### config.mk
export PLATFORM = sky130hd
export DESIGN_NAME = cdb_arbiter
export DESIGN_NICKNAME = d
export VERILOG_FILES = /design/src/rtl/cdb_arbiter_pkg.sv /design/src/rtl/cdb_arb_pick.sv /design/src/rtl/cdb_arbiter.sv
export SDC_FILE = /design/constraint.sdc
export NUM_CORES = 1
export LEC_CHECK = 0
export BUFFER_PORTS_ARGS = -buffer_cell sky130_fd_sc_hd__clkbuf_2
export CAP_MARGIN = 15
export CORE_MARGIN = 2
export CORE_UTILIZATION = 47
export CTS_CLUSTER_SIZE = 40
export DETAILED_ROUTE_END_ITERATION = 7
export GPL_TIMING_DRIVEN = 0
export PLACE_DENSITY = 0.86
export REMOVE_ABC_BUFFERS = 1
export SETUP_SLACK_MARGIN = 0.05
export SLEW_MARGIN = 20
export SYNTH_ARGS = -nofsm -noshare
export SYNTH_HDL_FRONTEND = slang
export SYNTH_HIERARCHICAL = 1
export SYNTH_SLANG_ARGS = --single-unit
### constraint.sdc
create_clock -name clk -period 4.17 [get_ports clk]
set_clock_uncertainty 0.15 [all_clocks]
set_input_delay 0.834 -clock clk [delete_from_list [all_inputs] [get_ports clk]]
set_output_delay 0.834 -clock clk [all_outputs]
set_load 0.005 [all_outputs]
### src/rtl/cdb_arbiter_pkg.sv
// cdb_arbiter_pkg: CDB result type and functional-unit port bindings shared by the arbiter slice.
// Revision: 1.0
`default_nettype none

package cdb_arbiter_pkg;

  localparam int CDB_REQ_ALU = 0;
  localparam int CDB_REQ_MUL = 1;
  localparam int CDB_REQ_DIV = 2;
  localparam int CDB_REQ_MEM = 3;

  localparam int ROB_ID_W = 5;
  localparam int REG_ID_W = 5;
  localparam int XLEN     = 32;

  typedef struct packed {
    logic                ready;
    logic [ROB_ID_W-1:0] rob_id;
    logic [REG_ID_W-1:0] rd;
    logic [XLEN-1:0]     result;
  } cdb_t;

endpackage

`default_nettype wire

### src/rtl/cdb_arb_pick.sv
// cdb_arb_pick: combinational fixed-priority pick; escalated requesters pre-empt ordinary ones.
// Revision: 1.0
`default_nettype none

module cdb_arb_pick #(
  parameter int NUM_REQ = 4
) (
  input  logic [NUM_REQ-1:0] req,
  input  logic [NUM_REQ-1:0] esc,
  output logic [NUM_REQ-1:0] grant
);

  logic [NUM_REQ-1:0] cand;

  always_comb begin
    cand  = (|esc) ? esc : req;
    // Isolate the lowest set bit: index 0 is highest priority.
    grant = cand & (~cand + NUM_REQ'(1));
  end

endmodule

`default_nettype wire

### src/rtl/cdb_arbiter.sv
// cdb_arbiter: shares the common data bus among NUM_REQ units with starvation escalation.
// Optional CDB_ARBITER_PERF_EN adds per-unit saturating grant/stall counters. Revision: 1.0
`default_nettype none

module cdb_arbiter
  import cdb_arbiter_pkg::*;
#(
  parameter int NUM_REQ      = 4,
  parameter int STARVE_LIMIT = 8
) (
  input  logic               clk,
  input  logic               rst_n,
  input  logic               flush,
  input  cdb_t               req_cdb [NUM_REQ],
  output logic [NUM_REQ-1:0] req_stall,
  output cdb_t               cdb_out
`ifdef CDB_ARBITER_PERF_EN
  ,
  output logic [31:0]        perf_grant_cnt [NUM_REQ],
  output logic [31:0]        perf_stall_cnt [NUM_REQ]
`endif
);

  localparam int              CNT_W = $clog2(STARVE_LIMIT + 1);
  localparam logic [CNT_W-1:0] LIMIT = CNT_W'(STARVE_LIMIT);

  logic [CNT_W-1:0]   starve_cnt [NUM_REQ];
  logic [NUM_REQ-1:0] req;
  logic [NUM_REQ-1:0] esc;
  logic [NUM_REQ-1:0] pick_grant;
  logic [NUM_REQ-1:0] grant;
  cdb_t               win;

  always_comb begin
    req = '0;
    esc = '0;
    for (int i = 0; i < NUM_REQ; i++) begin
      req[i] = req_cdb[i].ready;
      esc[i] = req_cdb[i].ready & (starve_cnt[i] == LIMIT);
    end
  end

  cdb_arb_pick #(.NUM_REQ(NUM_REQ)) u_pick (
    .req   (req),
    .esc   (esc),
    .grant (pick_grant)
  );

  // Nothing is taken while flushing or held in reset; every requester sees a stall.
  always_comb begin
    grant     = (flush | ~rst_n) ? '0 : pick_grant;
    req_stall = req & ~grant;
    win       = '0;
    for (int i = 0; i < NUM_REQ; i++) begin
      if (grant[i]) win = req_cdb[i];
    end
  end

  always_ff @(posedge clk or negedge rst_n) begin
    if (!rst_n) begin
      for (int i = 0; i < NUM_REQ; i++) starve_cnt[i] <= '0;
    end else begin
      for (int i = 0; i < NUM_REQ; i++) begin
        if (flush || !req[i] || grant[i]) starve_cnt[i] <= '0;
        else if (starve_cnt[i] != LIMIT)  starve_cnt[i] <= starve_cnt[i] + CNT_W'(1);
      end
    end
  end

  // Payload holds when idle; only the valid bit drops.
  always_ff @(posedge clk or negedge rst_n) begin
    if (!rst_n) begin
      cdb_out <= '0;
    end else if (|grant) begin
      cdb_out       <= win;
      cdb_out.ready <= 1'b1;
    end else begin
      cdb_out.ready <= 1'b0;
    end
  end

`ifdef CDB_ARBITER_PERF_EN
  for (genvar g = 0; g < NUM_REQ; g++) begin : g_perf
    always_ff @(posedge clk or negedge rst_n) begin
      if (!rst_n) begin
        perf_grant_cnt[g] <= '0;
        perf_stall_cnt[g] <= '0;
      end else begin
        if (grant[g] && perf_grant_cnt[g] != '1)     perf_grant_cnt[g] <= perf_grant_cnt[g] + 32'd1;
        if (req_stall[g] && perf_stall_cnt[g] != '1) perf_stall_cnt[g] <= perf_stall_cnt[g] + 32'd1;
      end
    end
  end
`endif

endmodule

`default_nettype wire

==> out/qor.csv <==
metric,value,unit
status,completed,
drive_above_1_share,44.3,%
diodes,0,
initial_core_util,47.9,%
fmax,251,MHz
worstSetupEndpointType,output pin,
final_common_cell,clkbuf_2,
cts.clk_slew.worst_paths,0.07,ns
overflow,0,
cts-root-buf,clkbuf_8,
place_congestion,0.818,
max_stage_delay,0.65,ns
num-nets-final,749,
synth-xor-area-share,1.92,%
synth_compound_area_share,39.6,%
fin_cells,673,
synth.mux.area_fraction,1.37,%
cts_resized,0,
period_needed,3.99,ns
netlist_area,3650,µm²
synth_top_family_by_area,compound AO/OA/AOI/OAI gates,
row_count,32,
crit_required,3.19,ns
cts_buffer_depth,2,
grt_pass1_wl,18900,µm
h-tree-depth,3,
critPathMaxFanout,25,
ir_worst_vdd,234,µV
routed_wl,12100,µm
drt_iter0_drc,211,
portBuffers,221,
cts_sinks,59,
worst_slew_pin_slew,0.989,ns
fp.dieH,92.1,µm
setup_viol,0,
rsz0062_at_grt,no,
drt-vias-per-instance,5.99,
dieArea,8480,µm²
seq_area_frac_synth,40.5,%
synth.avg_cell_area,10.0,µm²
grt_max_degree,43,
antenna_found_initial,0,
yosysUniqueCellTypes,32,
cts_inserted_buffers,9,
grt_pass1_vias,3981,
fin_area,5070,µm²
die_x,92.1,µm
synth-seq-cells,59,
slowest_stage,a21oi_4,
hold_viol,0,
path_buf_inv,3,
vias,4031,
synthToLayoutAreaGrowth,38.9,%
ant_nets,0,
layout_common_cells,"clkbuf_2, dfrtp_1, a211o_1",
critPathTopFamily,simple AND/OR/NAND/NOR gates,
first_pass_iters,5,
post-place-cells,657,
period_share,95.6,%
powerDensity,326,nW/µm²
dp_hpwl,8970,µm
dpl_cell_area,4870,µm²
postCtsSetupRepairBufs,0,
slew_violations,0,
cp-start-kind,flop,
cp_cell_sequence,inv_1 > ha_1 > nand3b_1 > nor2_1 > or4b_1 > a21oi_4 > buf_16 > a21oi_1 > clkbuf_2,
ys_warn_count,6,
pin_count,222,
worst_skew_pair.late_latency,0.32,ns
wl_per_cell,18.0,µm
synthAdderAreaFrac,2.75,%
synth-simple-area-share,6.66,%
synthCells,363,
cp.arrival,3.00,ns
core,7610,µm²
slew_headroom,34.1,%
maxCapViolCount,0,
hold_class,primary input to asynchronous set/reset pin,
grt_usage,27.7,%
cts_tree,done,
drc,0,
power_leakage,2.70,nW
worst-setup-path-type,flop to output pin,
final timing paths:
kind | end | slack, ns | from | depth (start not counted)
min in group clk | cdb_out[19] | 0.34 | cdb_out[19] | 1
worst min-delay path | starve_cnt[8] | 0.30 | rst_n | 1
worst max-delay path | req_stall[1] | 0.18 | starve_cnt[4] | 9
worst min register to register | cdb_out[19] | 0.34 | cdb_out[19] | 1
worst max register to register | cdb_out[40] | 0.50 | starve_cnt[4] | 9
max in group asynchronous | cdb_out[40] | 3.03 | rst_n | 2
what timing repair did:
item                                   CTS  global route
setup endpoints to repair                0             1
endpoints found under the hold margin    0             0
hold buffers                             0             0
cell families after synthesis:
| logic type | after synthesis |
|---|---|
| AOI/OAI and AO/OA | 185 |
| xor gates and xnor gates | 8 |
| adders and majority gates | 8 |
| buffers and inverters | 53 |
| DFF | 59 |
| muxes | 5 |
| and+or+nand+nor | 45 |
per-layer routing:
layer | vias up | track usage [%] | wire [µm]
li1 | 1848 | - | -
met1 | 1936 | 33.1 | 4730
met2 | 223 | 49.0 | 6220
met3 | 24 | 6.24 | 958
met4 | 0 | 9.95 | 204
met5 | - | 0 | 0
synth_stat cells:
library cell | n | area (µm²)
nand2_1 | 4 | 15.0
mux2i_1 | 5 | 50.1
xor2_1 | 4 | 35.0
or4b_1 | 1 | 10.0
nor2b_1 | 1 | 6.26
nand2b_1 | 4 | 25.0
o21a_1 | 2 | 15.0
xnor2_1 | 4 | 35.0
and4bb_2 | 1 | 12.5
nor4b_1 | 2 | 17.5
buf_6 | 6 | 67.6
a21oi_1 | 9 | 45.0
nand3b_1 | 7 | 52.6
o41ai_4 | 1 | 27.5
a22o_1 | 2 | 17.5
clkbuf_1 | 20 | 75.1
buf_4 | 1 | 7.51
nor2_1 | 19 | 71.3
a31o_2 | 1 | 8.76
nor3_1 | 1 | 5.00
buf_2 | 10 | 50.1
o2bb2ai_1 | 41 | 359
clkbuf_2 | 1 | 5.00
nand3_1 | 4 | 20.0
and2b_1 | 1 | 7.51
dfrtp_1 | 59 | 1480
a211o_1 | 46 | 403
a22oi_1 | 41 | 308
ha_1 | 8 | 100
o22ai_1 | 41 | 257
inv_1 | 15 | 56.3
o21ai_0 | 1 | 5.00
stage by stage:
stage | setup WS [ns] | hold WS [ns] | TNS, ns | total power [W] | util, %
finish | 0.183 | 0.296 | 0 | 0.00165 | 66.6
global route | 0.0631 | 0.311 | 0 | 0.00173 | 66.6
CTS | 0.209 | 0.308 | 0 | 0.00166 | 66.6
detailed placement | 0.416 | 0.323 | 0 | 0.00116 | 64.1
global placement | -2.26 | 0.322 | -98.44 | 0.00113 | 61.4
floorplan | -0.446 | 0.329 | -14.44 | 0.000903 | -
registers in the layout, summed over array words and instances (netlist names):
name	flops
cdb_out	43
starve_cnt	16
power breakdown:
part           total [W]  internal [W]  switching, W
logic           0.000434      0.000239      0.000195
registers       0.000720      0.000663     0.0000567
clock network   0.000496      0.000281      0.000215
final cells by class:
cell class	count	area, µm²
Multi-Input combinational cell	251	1930
Timing Repair Buffer	230	1290
Fill cell	622	2540
Inverter	15	56.3
Clock buffer	15	186
Clock inverter	1	5.00
Tap cell	102	128
Sequential cell	59	1480
No activity file was read; power rests on OpenSTA's default activity.
